`src/rtl/imem_boot_pkg.sv`:
```
// ---------------------------------------------------------------------------
// imem_boot_pkg
// Shared types and constants for the instruction-memory boot loader.
//   state_t        : loader FSM states
//   BYTES_PER_WORD : source bytes packed into one instruction word
//   WORD_W         : instruction word width in bits
// ---------------------------------------------------------------------------
package imem_boot_pkg;

    localparam int BYTES_PER_WORD = 4;
    localparam int WORD_W         = 32;

    typedef enum logic [2:0] {
        ST_IDLE  = 3'd0,
        ST_RECV  = 3'd1,
        ST_WRITE = 3'd2,
        ST_DONE  = 3'd3,
        ST_ERR   = 3'd4
    } state_t;

endpackage

```
`src/rtl/imem_word_packer.sv`:
```
// ---------------------------------------------------------------------------
// imem_word_packer
// Collects bytes little-endian into an instruction word.
// Ports:
//   clk, rst_n  : clock, synchronous active-low reset
//   clear       : discard any partial word and restart at byte 0
//   byte_en     : byte_data is consumed this cycle
//   byte_data   : incoming byte
//   word        : assembled word; valid while word_full is high
//   word_full   : the byte consumed this cycle completes the word
// The last byte is merged combinationally so the consumer can register the
// full word on the same edge that accepts the final byte.
// ---------------------------------------------------------------------------
module imem_word_packer
    import imem_boot_pkg::*;
(
    input  logic              clk,
    input  logic              rst_n,
    input  logic              clear,
    input  logic              byte_en,
    input  logic [7:0]        byte_data,
    output logic [WORD_W-1:0] word,
    output logic              word_full
);

    localparam int IDX_W = $clog2(BYTES_PER_WORD);
    localparam int SH_W  = WORD_W - 8;

    logic [IDX_W-1:0] byte_idx_r;
    logic [SH_W-1:0]  shift_r;

    // Byte counter and shift register; newest byte enters at the top so the
    // first byte ends up in the least significant lane.
    always_ff @(posedge clk) begin
        if (!rst_n) begin
            byte_idx_r <= '0;
            shift_r    <= '0;
        end else if (clear) begin
            byte_idx_r <= '0;
            shift_r    <= '0;
        end else if (byte_en) begin
            byte_idx_r <= byte_idx_r + IDX_W'(1);
            shift_r    <= {byte_data, shift_r[SH_W-1:8]};
        end
    end

    assign word      = {byte_data, shift_r};
    assign word_full = byte_en && (byte_idx_r == IDX_W'(BYTES_PER_WORD - 1));

endmodule

```
`src/rtl/imem_boot_loader.sv`:
```
// ---------------------------------------------------------------------------
// imem_boot_loader
// Fills instruction memory from a byte stream and holds the core in reset
// until a complete, in-range program has been written.
// Ports:
//   clk, rst_n            : clock, synchronous active-low reset
//   load_start, load_len  : start pulse and program length in words
//   byte_valid, byte_data : byte source; byte_ready is the accept handshake
//   mem_we/waddr/wdata    : imem write port (byte address, word aligned)
//   core_rst_n            : core reset, released only on successful load
//   busy, done, err       : load status
//   checksum              : XOR of all words written by the current load
// ---------------------------------------------------------------------------
module imem_boot_loader
    import imem_boot_pkg::*;
#(
    parameter int          MEM_DEPTH = 256,
    parameter logic [31:0] BASE_ADDR = 32'h0000_0000,
    parameter int          LEN_W     = 9
) (
    input  logic             clk,
    input  logic             rst_n,
    input  logic             load_start,
    input  logic [LEN_W-1:0] load_len,
    input  logic             byte_valid,
    input  logic [7:0]       byte_data,
    output logic             byte_ready,
    output logic             mem_we,
    output logic [31:0]      mem_waddr,
    output logic [31:0]      mem_wdata,
    output logic             core_rst_n,
    output logic             busy,
    output logic             done,
    output logic             err,
    output logic [31:0]      checksum
);

    localparam logic [LEN_W-1:0] DEPTH_L = LEN_W'(MEM_DEPTH);

    state_t            state_r;
    logic [LEN_W-1:0]  idx_r;
    logic [LEN_W-1:0]  len_r;
    logic [LEN_W-1:0]  idx_next_s;
    logic [29:0]       idx_ext_s;
    logic [31:0]       waddr_s;
    logic              clear_s;
    logic              byte_en_s;
    logic [WORD_W-1:0] word_s;
    logic              word_full_s;

    // A start pulse is honoured only when no load is in flight.
    always_comb begin
        clear_s = 1'b0;
        case (state_r)
            ST_IDLE, ST_DONE, ST_ERR: clear_s = load_start;
            default:                  clear_s = 1'b0;
        endcase
    end

    assign byte_en_s  = byte_valid && byte_ready && (state_r == ST_RECV);
    assign idx_next_s = idx_r + LEN_W'(1);
    assign idx_ext_s  = 30'(idx_r);
    assign waddr_s    = BASE_ADDR + {idx_ext_s, 2'b00};

    imem_word_packer u_packer (
        .clk       (clk),
        .rst_n     (rst_n),
        .clear     (clear_s),
        .byte_en   (byte_en_s),
        .byte_data (byte_data),
        .word      (word_s),
        .word_full (word_full_s)
    );

    // Loader FSM; every output is registered alongside the state it belongs to.
    always_ff @(posedge clk) begin
        if (!rst_n) begin
            state_r    <= ST_IDLE;
            idx_r      <= '0;
            len_r      <= '0;
            byte_ready <= 1'b0;
            mem_we     <= 1'b0;
            mem_waddr  <= 32'h0000_0000;
            mem_wdata  <= 32'h0000_0000;
            core_rst_n <= 1'b0;
            busy       <= 1'b0;
            done       <= 1'b0;
            err        <= 1'b0;
            checksum   <= 32'h0000_0000;
        end else begin
            case (state_r)
                ST_IDLE, ST_DONE, ST_ERR: begin
                    if (load_start) begin
                        idx_r    <= '0;
                        len_r    <= load_len;
                        mem_we   <= 1'b0;
                        checksum <= 32'h0000_0000;
                        if (load_len == LEN_W'(0)) begin
                            // Empty program: nothing to write, release at once.
                            state_r    <= ST_DONE;
                            byte_ready <= 1'b0;
                            core_rst_n <= 1'b1;
                            busy       <= 1'b0;
                            done       <= 1'b1;
                            err        <= 1'b0;
                        end else if (load_len > DEPTH_L) begin
                            state_r    <= ST_ERR;
                            byte_ready <= 1'b0;
                            core_rst_n <= 1'b0;
                            busy       <= 1'b0;
                            done       <= 1'b0;
                            err        <= 1'b1;
                        end else begin
                            state_r    <= ST_RECV;
                            byte_ready <= 1'b1;
                            core_rst_n <= 1'b0;
                            busy       <= 1'b1;
                            done       <= 1'b0;
                            err        <= 1'b0;
                        end
                    end
                end
                ST_RECV: begin
                    if (word_full_s) begin
                        state_r    <= ST_WRITE;
                        byte_ready <= 1'b0;
                        mem_we     <= 1'b1;
                        mem_waddr  <= waddr_s;
                        mem_wdata  <= word_s;
                    end
                end
                ST_WRITE: begin
                    mem_we   <= 1'b0;
                    checksum <= checksum ^ mem_wdata;
                    idx_r    <= idx_next_s;
                    if (idx_next_s == len_r) begin
                        state_r    <= ST_DONE;
                        byte_ready <= 1'b0;
                        core_rst_n <= 1'b1;
                        busy       <= 1'b0;
                        done       <= 1'b1;
                    end else begin
                        state_r    <= ST_RECV;
                        byte_ready <= 1'b1;
                    end
                end
                default: begin
                    state_r    <= ST_IDLE;
                    byte_ready <= 1'b0;
                    mem_we     <= 1'b0;
                    core_rst_n <= 1'b0;
                    busy       <= 1'b0;
                    done       <= 1'b0;
                    err        <= 1'b0;
                end
            endcase
        end
    end

endmodule

```
`config.mk`:
```
export PLATFORM = sky130hd
export DESIGN_NAME = imem_boot_loader
export DESIGN_NICKNAME = d
export VERILOG_FILES = /design/src/rtl/imem_boot_pkg.sv /design/src/rtl/imem_word_packer.sv /design/src/rtl/imem_boot_loader.sv
export SDC_FILE = /design/constraint.sdc
export NUM_CORES = 1
export LEC_CHECK = 0
export CORE_ASPECT_RATIO = 1.5
export CORE_MARGIN = 2
export CORE_UTILIZATION = 45
export DETAILED_ROUTE_END_ITERATION = 7
export GPL_TIMING_DRIVEN = 1
export PLACE_DENSITY_LB_ADDON = 0.2
export REMOVE_ABC_BUFFERS = 1
export SLEW_MARGIN = 20
export SYNTH_ARGS = -nofsm -noshare
export SYNTH_HDL_FRONTEND = slang
export SYNTH_SLANG_ARGS = --single-unit
```
`constraint.sdc`:
```
create_clock -name clk -period 2 [get_ports clk]
set_input_delay 0.4 -clock clk [delete_from_list [all_inputs] [get_ports clk]]
set_output_delay 0.4 -clock clk [all_outputs]
set_load 0.005 [all_outputs]
```
After elaboration in Yosys (flattened, before gate mapping)
Cells that the tools add are included.
{"block": "op_classes", "n_addsub": 2, "multipliers": 0, "n_div": 0, "magnitude_cmp": 1, "eq_ne": 9, "shift": 0, "mux": 30, "bitwise": 4, "reduce_logical": 15}
{"cell": "$pmux W32 S2", "n": 1}
{"cell": "$mux W32", "n": 1}
{"cell": "$xor A32 B32 Y32", "n": 1}
{"cell": "$pmux W9 S2", "n": 1}
{"cell": "$mux W1", "n": 15}
{"cell": "$mux W3", "n": 4}
{"cell": "$reduce_and A2 Y1", "n": 5}
{"cell": "$add A9 B1 Y9 const B", "n": 1}
{"cell": "$eq A9 B9 Y1", "n": 1}
{"cell": "$gt A9 B9 Y1 const B", "n": 1}
{"cell": "$logic_not A9 Y1", "n": 1}
{"cell": "$mux W9", "n": 1}
{"cell": "$pmux W1 S3", "n": 3}
{"cell": "$pmux W3 S3", "n": 1}
{"cell": "$eq A3 B2 Y1 const B", "n": 2}
{"cell": "$ne A2 B2 Y1 const B", "n": 2}
{"cell": "$pmux W1 S2", "n": 2}
{"cell": "$reduce_or A2 Y1", "n": 2}
{"cell": "$eq A3 B1 Y1 const B", "n": 1}
{"cell": "$eq A3 B3 Y1 const B", "n": 1}
{"cell": "$logic_and A1 B1 Y1", "n": 3}
{"cell": "$logic_not A3 Y1", "n": 1}
{"cell": "$not A1 Y1", "n": 3}
{"cell": "$reduce_and A3 Y1", "n": 1}
{"cell": "other kinds (6)", "n": 6}
{"block": "totals", "reg_bits": 125, "latch_bits": 0, "mem_bits_rw": 0, "romBits": 0, "input_bits": 21, "out_inout_bits": 102, "word_cells": 74, "mem_count": 0}

Logic depth before layout (Yosys ltp)
{"block": "logic_depth", "depth_word": 5, "ltp_mapped": 8, "ltp_nobuf": 8}

Hierarchy
Synthesis repeated with hierarchy kept, for this count alone.
{"block": "hier_totals", "cells_unflattened": 633, "area_unflattened_um2": 5320.1}
{"module": "imem_boot_loader", "n_inst": 1, "cells_per_inst": 538, "area_each_um2": 4272.8}
{"module": "imem_word_packer", "n_inst": 1, "cells_per_inst": 95, "area_each_um2": 1047.3}

Worst setup path after synthesis
OpenSTA, ideal clock, no wires.
{"block": "synth_timing", "path_type": "reg2reg", "startpoint": "reg idx_r[0]", "endpoint": "reg busy", "t_arrival_ps": 1907, "t_required_ps": 1884, "slack_ps": -24, "path_stages_with_launch": 7, "path_buffers": 0, "cell_sequence": "dfxtp_1 ha_1 and3_2 a31oi_1 o221ai_1 or4_4 a41o_1"}
{"block": "synth_via", "elab_chain_cells": 4}
{"element": "from (decl)", "line_no": "imem_boot_loader.sv:41", "source": "logic [LEN_W-1:0] idx_r;"}
{"element": "from (signal assigned)", "line_no": "imem_boot_loader.sv:135", "source": "idx_r <= idx_next_s;"}
{"element": "$add A9 B1 Y9", "line_no": "imem_boot_loader.sv:61", "source": "assign idx_next_s = idx_r + LEN_W'(1);"}
{"element": "$eq A9 B9 Y1", "line_no": "imem_boot_loader.sv:136", "source": "if (idx_next_s == len_r) begin"}
{"element": "$ne A2 B2 Y1 (no source line)"}
{"element": "$reduce_and A3 Y1 (no source line)"}
{"element": "to (signal assigned)", "line_no": "imem_boot_loader.sv:86", "source": "busy <= 1'b0;"}
{"element": "to (signal assigned)", "line_no": "imem_boot_loader.sv:140", "source": "busy <= 1'b0;"}
{"element": "to (signal assigned)", "line_no": "imem_boot_loader.sv:152", "source": "busy <= 1'b0;"}
{"element": "to (decl)", "line_no": "imem_boot_loader.sv:32", "source": "output logic busy,"}
Every way passes these cells.
A chain may end at the register's enable or synchronous reset.

Worst setup path in the final report
Ends and elaborated chain as after synthesis.

==> results by group <==
Status
  – Status: finished, final reports clean

Global routing
  – Via count of the first global-routing pass: between 4k and 5k
  – Total grt overflow: 0
  – Total global routing track utilization: 0.199
  – Pin count of the biggest net entering global routing: 39
  – Antenna violations before repair: 0
  – Wire length of the first global-routing pass: between 20000 and 25000 um

Final layout
  – Fraction of final layout cells sized beyond drive strength 1: 0.122
  – Fill cell count: between 1k and 1.5k
  – Final #Nets: between 700 and 800
  – Area Overhead vs Synth: 36.3%
  – Diodes inserted: 0
  – Fin cells: 920
  – Sequential standard cell area: around 2500 um2
  – Total area of multi-input combinational cells: around 2600 um2
  – Final core occ: 0.632

Yosys
  – Mapped cell area: approximately 5300 um2
  – Synthesized netlist cell count: 648
  – Sequential element share of the synthesized area: 0.468
  – Count of different cell masters after synthesis: 54
  – Main synth FF type: dfxtp_1
  – Yosys warning count: 0
  – Fraction of registers with async set or reset after synthesis: 0
  – Avg Cell Area, Syn: 8.25 um2
  – Number of synthesized register bits: 125
  – Number of enable-type register cells in the synthesized netlist: 0

Pwr
  – Static leakage: between 2 and 3 nW
  – Max VDD drop: around 590 uV
  – Power per cell area: 896 nW/um2

CTS
  – CTS sink cnt: 125
  – CTS Buf Count: 17
  – Skew-Pair Late Insertion Delay: ~0.41 ns
  – Number of levels in the clock H-tree: 4
  – Maximum buffer depth of the clock tree: 2
  – TritonCTS clock tree: done
  – Clock-pin slew of the registers on the worst-case setup and hold paths: around 0.060 ns
  – Root Buffer: clkbuf_16

Floorplanning
  – Die Span Y: 138 um
  – Top-Level Pins: approximately 120
  – Initial Utilization: 0.464
  – Die Footprint: roughly 13000 um2
  – Core outline area: roughly 12000 um2
  – Num rows: 48
  – Die X: approximately 93 um

Timing
  – Least-Margin Pin Slew: 0.505 ns
  – Number of hold violations in the final report: 0
  – Pins over their slew limit: 0
  – Number of failing setup endpoints in the final timing report: 0
  – Upper clock frequency limit: 517 MHz
  – Headroom to the max-slew limit: 0.664
  – Final critical-path required period: around 1.9 ns
  – Period Utilization, post-route: 0.968
  – Clock tree skew after final layout: 0.00763 ns

Drt
  – Average routed wire per standard cell: between 10 and 15 um
  – Final Routed Wirelength: around 12000 um
  – Ratio of routed vias to standard cells: 4.93
  – Routed via count: ~4.5k
  – DRT Pass-1 Iters: 4
  – Starting DRC count in detailed routing: about 140
  – Count of unresolved DRC violations after routing: 0
  – Detail Route Antenna Nets: 0

Worst setup path
  – Source of the critical timing path: idx_r[0]
  – Crit path DAT: 2.24 ns
  – Crit path required time: ~2.3 ns
  – Kind of start point of the critical path: flop
  – Worst setup path class: flop to flop
  – Critical Path End Type: flop
  – Max FO, Critical Path: 6
  – Origin of the critical flop-to-flop path: idx_r[0]

Hold path
  – Type of the tightest min-delay check: flop to flop
  – Launch point of the worst hold path: u_packer.shift_r[6]

Placement
  – RD Place Congestion: around 0.79
  – Post-placement cell count: ~890
  – IO Port Bufs: 99
  – Post-DP HPWL: about 8400 um

Flow run
  – Max_cap viols: 0
==> cells by family (layout without fill, tap and decap cells) <==
logic type,count (synthesis),after routing,share of synthesized area
AOI/OAI and AO/OA,122,122,0.151
DFF,125,125,0.468
xor gates and xnor gates,43,43,0.0704
muxes,2,2,0.00374
adders and majority gates,5,5,0.0117
other,1,23,0.000701
buffers and inverters,69,169,0.0690
and+or+nand+nor,281,281,0.225
==> Yosys cell counts, types with 3 or more instances <==
master	n	share of area
nand2_1	184	0.13
dfxtp_1	125	0.47
a21boi_0	54	0.076
nor2_1	47	0.033
a21oi_1	38	0.036
xor2_1	35	0.057
clkbuf_1	29	0.020
buf_4	26	0.036
nand3_1	14	0.013
buf_2	10	0.0094
o21ai_0	9	0.0084
xnor2_1	8	0.013
ha_1	5	0.012
inv_1	4	0.0028
nor2b_1	4	0.0047
a31oi_1	3	0.0035
nand2b_1	3	0.0035
nor3_1	3	0.0028
o22ai_1	3	0.0035
==> through the flow <==
step | setup slack [ns] | power [mW] | TNS (ns) | hold slack [ns] | cell area (um2)
floorplan | -1.23 | 2.91 | -62.22 | 0.437 | 5080
global placement | -0.178 | 3.18 | -0.448 | 0.444 | 6580
detailed placement | -0.224 | 3.20 | -0.759 | 0.447 | 6580
CTS | 0.00968 | 6.57 | 0 | 0.455 | 7240
global route | -0.0240 | 6.77 | -0.0386 | 0.472 | 7290
finish | 0.0641 | 6.53 | 0 | 0.457 | 7290
==> cells in the final DEF (no fill, tap or decap), types with 4 or more instances in the layout <==
cell and instances:
conb_1 23, nand3_1 14, nand2_1 182, clkdlybuf4s50_1 98
bufinv_16 5, xnor2_1 8, inv_1 4, ha_1 4
a21oi_1 38, nor2b_1 4, a21boi_0 54, o21ai_0 8
clkbuf_16 17, dfxtp_2 6, buf_12 4, nor2_1 46
buf_4 30, xor2_1 35, dfxtp_1 119
==> critical path: stages (launching register included) <==
cell and delay [ns]:
dfxtp_2 0.35, buf_4 0.15, and4_4 0.24, and3_1 0.18, o221ai_1 0.11, or4_4 0.56
a41o_1 0.24
==> state kept, by name (all words and copies together) (netlist names), 2 cells and up <==
name and cells:
state_r 3, mem_wdata 32, idx_r 9, u_packer.shift_r 24
len_r 9, u_packer.byte_idx_r 2, checksum 32, mem_waddr 9
==> metal layers <==
metal	part of all wire	vias to the layer above	routed length, um	global-route usage
met3	0.039	18	474	0.0531
met2	0.54	104	6620	0.370
met4	0.016	0	191	0.0743
li1	-	2295	-	-
met5	0	-	0	0
met1	0.41	2123	4960	0.214
==> what timing repair did <==
action | in CTS | in global routing
setup buffers | 0 | 0
hold buffers | 0 | 0
pin swaps | 1 | 5
gates resized for setup | 0 | 16
setup endpoints to repair | 2 | 27
==> path summary, 6_finish.rpt <==
path | end | slack [ns] | depth (start not counted)
min reg2reg | u_packer.shift_r[6] | 0.46 | 2
max | busy | 0.06 | 6
min | u_packer.shift_r[6] | 0.46 | 2
max reg2reg | busy | 0.06 | 6
==> power breakdown <==
group / switching, mW / internal [mW] / leakage (nW) / total (mW)
registers: 0.0395 / 2.54 / 1.01 / 2.57
clock network: 1.13 / 2.25 / 0.310 / 3.38
logic: 0.319 / 0.252 / 1.31 / 0.572
==> layout make-up <==
class | instances | share of cell area
inverters | 4 | 0.00206
well taps | 150 | 0.0257
flip-flops and latches | 125 | 0.344
clock buffers | 19 | 0.0608
multi-input cells | 476 | 0.361
clock inverters | 13 | 0.0292
repair buffers | 133 | 0.177
No activity file was read; power rests on OpenSTA's default activity.
==> variant 1 (same flow settings) <==
Change the package constant `BYTES_PER_WORD` from 4 to 8.
--- a/src/rtl/imem_boot_pkg.sv
+++ b/src/rtl/imem_boot_pkg.sv
@@ -7,7 +7,7 @@
 // ---------------------------------------------------------------------------
 package imem_boot_pkg;
 
-    localparam int BYTES_PER_WORD = 4;
+    localparam int BYTES_PER_WORD = 8;
     localparam int WORD_W         = 32;
 
     typedef enum logic [2:0] {
Behaviour: not the same (a bounded check fails within 10 cycles, from zero or initial values and one cycle with rst_n low).
==> variant 1 against the original RTL <==
  * Design area up 0.34%
  * Core utilization decreased by 1.7 points
  * Sequential cell count rose by 1
  * Area after synthesis is 2.1% higher
  * Setup slack got worse by 0.033 ns
  * Routed wire length increased by 6.8%
  * Total power shrank 2.2%
  * Critical path type unchanged
  * Critical endpoint is now state_r[1]$_SDFFE_PN0P_
  * Highest routed layer unchanged
==> variant 1: results (changes against the original RTL) <==
number of I/O port buffers=99 (unchanged); area of the multi-input gates=2716 µm² (+3.2%); setup skew after layout=0.01127 ns (+0.003649 ns); slowest CP cell=or4_4; Power Combinational=0.000603 W (+5.4%); DRC viols=0 (unchanged); Placement Cell Area=6623 µm² (+0.59%); top_reg_cell synth=dfxtp_1; TritonCTS Buffers=17 (unchanged); XOR/XNOR share of the synthesized area=6.896% (-0.15 points); post-route insts no fill=922 (+0.22%); DR iter-0 viols=194 (+40%); multiplexer area fraction after synthesis=1.833% (+1.5 points); Leakage=2.649 nW (+0.83%); post-CTS setup buffers=0 (unchanged); Worst Path Arrival=2.30 ns (+0.06 ns); dpl ws=-0.5162 ns (-0.2919 ns); largest net degree at the start of global routing=60 (+54%); via count of the first global-routing pass=4678 (+7.6%); yosys warns=0 (unchanged); Largest regs=checksum x32, mem_wdata x32, u_packer.shift_r x24; Nets=783 (unchanged); worst skew pair latency=0.41 ns (about the same); Clock Tree Root=clkbuf_16; complex-gate fraction of the synthesized area=13.88% (-1.2 points); antenna violations before repair=0 (unchanged); clock-pin slew on the worst setup and hold paths=0.06 ns (about the same); Max FO, Critical Path=3 (-3); DR vias=4614 (+1.6%); adder-cell area share of the yosys netlist=1.375% (+0.20 points); dpl cells=890 (+0.23%); GRT Total Usage=20.97% (+1.1 points); top cells by area, synth=dfxtp_1 (46%), nand2_1 (12%), a21boi_0 (6.6%); DP Wirelength=8.733 mm (+3.5%); sequential-to-total area share from yosys stat=46.19% (-0.60 points); Worst Hold Class=input port to flop; Seq pwr share=40.8% (+1.4 points); delay-heaviest family, CP=simple AND/OR/NAND/NOR gates; Synth top cells by count=nand2_1 (177), dfxtp_1 (126), a21boi_0 (48), nor2_1 (48), xor2_1 (38); layout cell share with drive strength beyond 1=12.35% (+0.15 points); VDD IR-drop max=0.0005825 V (-1.7%); power in sequential cells=0.00260 W; Pre-Repair DR Iteration Count=5 (+1); synth unique cells=50 (-7.4%); switching share of power=24.57% (+1.8 points); final wirelength=13.07 mm (+6.8%); GP Congestion=0.8281 (+5.2%); Post-CTS Resized=8 (+8); htree depth=4 (unchanged); Async SR Flop Fraction=0% (unchanged); first-pass GRT wire length=22.17 mm (+10%); hold buffer count at cts=0 (unchanged); Inserted Diodes=0 (unchanged); Largest stage delay, worst path=0.54 ns (-0.02 ns); # fillers=1073 (+4.9%); Max clock buf depth=2 (unchanged); outcome=complete, no violations; Max Cap Viol=0 (unchanged); synthesized area per cell=8.402 µm² (+1.8%)
-- variant 1: final timing paths --
kind	startpoint	endpoint	slack, ns	cells past startpoint
setup reg to reg	idx_r[0]$_SDFFE_PN0P_	state_r[1]$_SDFFE_PN0P_	0.03	6
setup / recovery	idx_r[0]$_SDFFE_PN0P_	state_r[1]$_SDFFE_PN0P_	0.03	6
hold reg to reg	u_packer.shift_r[5]$_SDFFE_PP0P_	u_packer.shift_r[5]$_SDFFE_PP0P_	0.46	2
hold / removal	load_len[3]	len_r[3]$_SDFFE_PN0P_	0.33	3
-- variant 1: layer usage --
layer,share of wire (%),global-route usage [%],up-vias
met3,5.2,6.033,26
met2,52,35.68,102
met4,2.2,7.857,0
met5,0,0,-
met1,40,24.73,2199
li1,-,-,2287
-- variant 1: final cells by class --
type                            count  area share, %
Clock buffer                       18          5.866
Multi-Input combinational cell    478          37.13
Sequential cell                   126          34.53
Timing Repair Buffer              129          17.14
Inverter                            4         0.2052
Clock inverter                     14          2.514
Tap cell                          153          2.617
==> variant 2 (config.mk and constraints unchanged) <==
Made on the original files. Re-encode `state_t` (5 states) as Gray code, 3 bits wide.
--- a/src/rtl/imem_boot_pkg.sv
+++ b/src/rtl/imem_boot_pkg.sv
@@ -11,11 +11,11 @@
     localparam int WORD_W         = 32;
 
     typedef enum logic [2:0] {
-        ST_IDLE  = 3'd0,
-        ST_RECV  = 3'd1,
-        ST_WRITE = 3'd2,
-        ST_DONE  = 3'd3,
-        ST_ERR   = 3'd4
+        ST_IDLE  = 3'b000,
+        ST_RECV  = 3'b001,
+        ST_WRITE = 3'b011,
+        ST_DONE  = 3'b010,
+        ST_ERR   = 3'b110
     } state_t;
 
 endpackage
Behaviour: no difference found for any inputs over 4 cycles, from zero or initial values and one cycle with rst_n low; so few cycles prove little.
==> variant 2 against the original RTL <==
  * Worst hold slack worse by 0.012 ns
  * Design area down 1.8%
  * Total power decreased by 7.1%
  * Non-clock buffer count up 1
  * Area after synthesis fell by 1.4%
  * Routed wire length down 2.0%
  * Combinational power fell by 41%
  * Setup slack improved by 0.0029 ns
  * Highest routed layer unchanged
  * Sequential cell count stayed put
  * Largest power group unchanged
  * Synthesized cell count grew 0.93%
==> variant 2: results (changes against the original RTL) <==
outcome=complete, no violations; met2 GRT Util=34.87% (-2.1 points); largest net degree at the start of global routing=59 (+51%); synth unique cells=50 (-7.4%); Synth top cells by count=nand2_1 (201), dfxtp_1 (125), a21oi_1 (75); sequential-to-total area share from yosys stat=47.43% (+0.64 points); met1 WL=4.767 mm (-3.9%); GRT Total Usage=19.32% (-0.57 points); via count of the first global-routing pass=4215 (-3.0%); DR vias=4523 (-0.37%); Largest stage delay, worst path=0.44 ns (-0.12 ns); DR iter-0 viols=198 (+42%); setup skew after layout=0.01130 ns (+0.003674 ns); Mapped Cells=654 (+0.93%); Seq pwr share=41.9% (+2.5 points); top cells by area, synth=dfxtp_1 (47%), nand2_1 (14%), a21oi_1 (7.1%); # fillers=1010 (-1.3%); GP Congestion=0.7989 (+1.5%); DR WL met2=6.453 mm (-2.5%); Max FO, Critical Path=4 (-2); dpl cells=896 (+0.90%); met3 wire length=534 µm (+13%); DP Wirelength=8.274 mm (-1.9%); switching share of power=22.86% (+0.037 points); VDD IR-drop max=0.0006332 V (+6.9%); met1 Usage GRT=21.39% (about the same); NetSw=0.001387 W (-6.9%); dpl ws=-0.3501 ns (-0.1258 ns); DR WL/cell=12.93 µm (-2.9%); first-pass GRT wire length=19.49 mm (-2.9%)
variant 2: changes by cell type after synthesis, moves of 3 or more:
cell / change
inv_1: +4
a21oi_1: +37
buf_2: -6
nand3_1: -5
o22ai_1: -3
a21boi_0: -39
nand2_1: +17
variant 2: final timing paths:
check,start,to,slack [ns],depth (start not counted)
setup / recovery,load_len[3],busy$_SDFFE_PN0P_,0.07,9
hold / removal,mem_we$_SDFFE_PN0P_,mem_we$_SDFFE_PN0P_,0.44,2
setup reg to reg,idx_r[1]$_SDFFE_PN0P_,state_r[1]$_SDFFE_PN0P_,0.08,8
hold reg to reg,mem_we$_SDFFE_PN0P_,mem_we$_SDFFE_PN0P_,0.44,2
variant 2: worst min-delay path, cell delays in order, from the launching register on:
cell	delay [ns]
dfxtp_1	0.31
inv_1	0.05
a21oi_1	0.05
variant 2: through the flow:
step | setup TNS, ns | area, µm²
4_1_cts | 0 | 7113
3_3_place_gp | -1.319 | 6482
6_report | 0 | 7158
2_1_floorplan | -28.22 | 4992
3_5_place_dp | -1.385 | 6482
5_1_grt | -0.05000 | 7158
variant 2: area by class of cell:
type | count | share of cell area, %
Sequential cell | 125 | 35.17
Multi-Input combinational cell | 479 | 35.10
Timing Repair Buffer | 134 | 18.04
Clock buffer | 18 | 6.135
Tap cell | 150 | 2.622
Clock inverter | 14 | 2.517
Inverter | 8 | 0.4195
variant 2: kinds of logic after synthesis:
group / count (synthesis) / share of synthesized area, %
compound gates: 116 / 13.40
xor+xnor: 43 / 7.138
fa+ha+maj: 4 / 0.9486
buf+inv: 72 / 7.517
flops: 125 / 47.43
mux: 2 / 0.3794
other cells: 1 / 0.07107
simple gates: 291 / 23.12
variant 2: timing repair:
action                     in CTS  in global routing
resized for setup               5                 12
setup endpoints to repair       4                  4
pin swaps                       0                  5
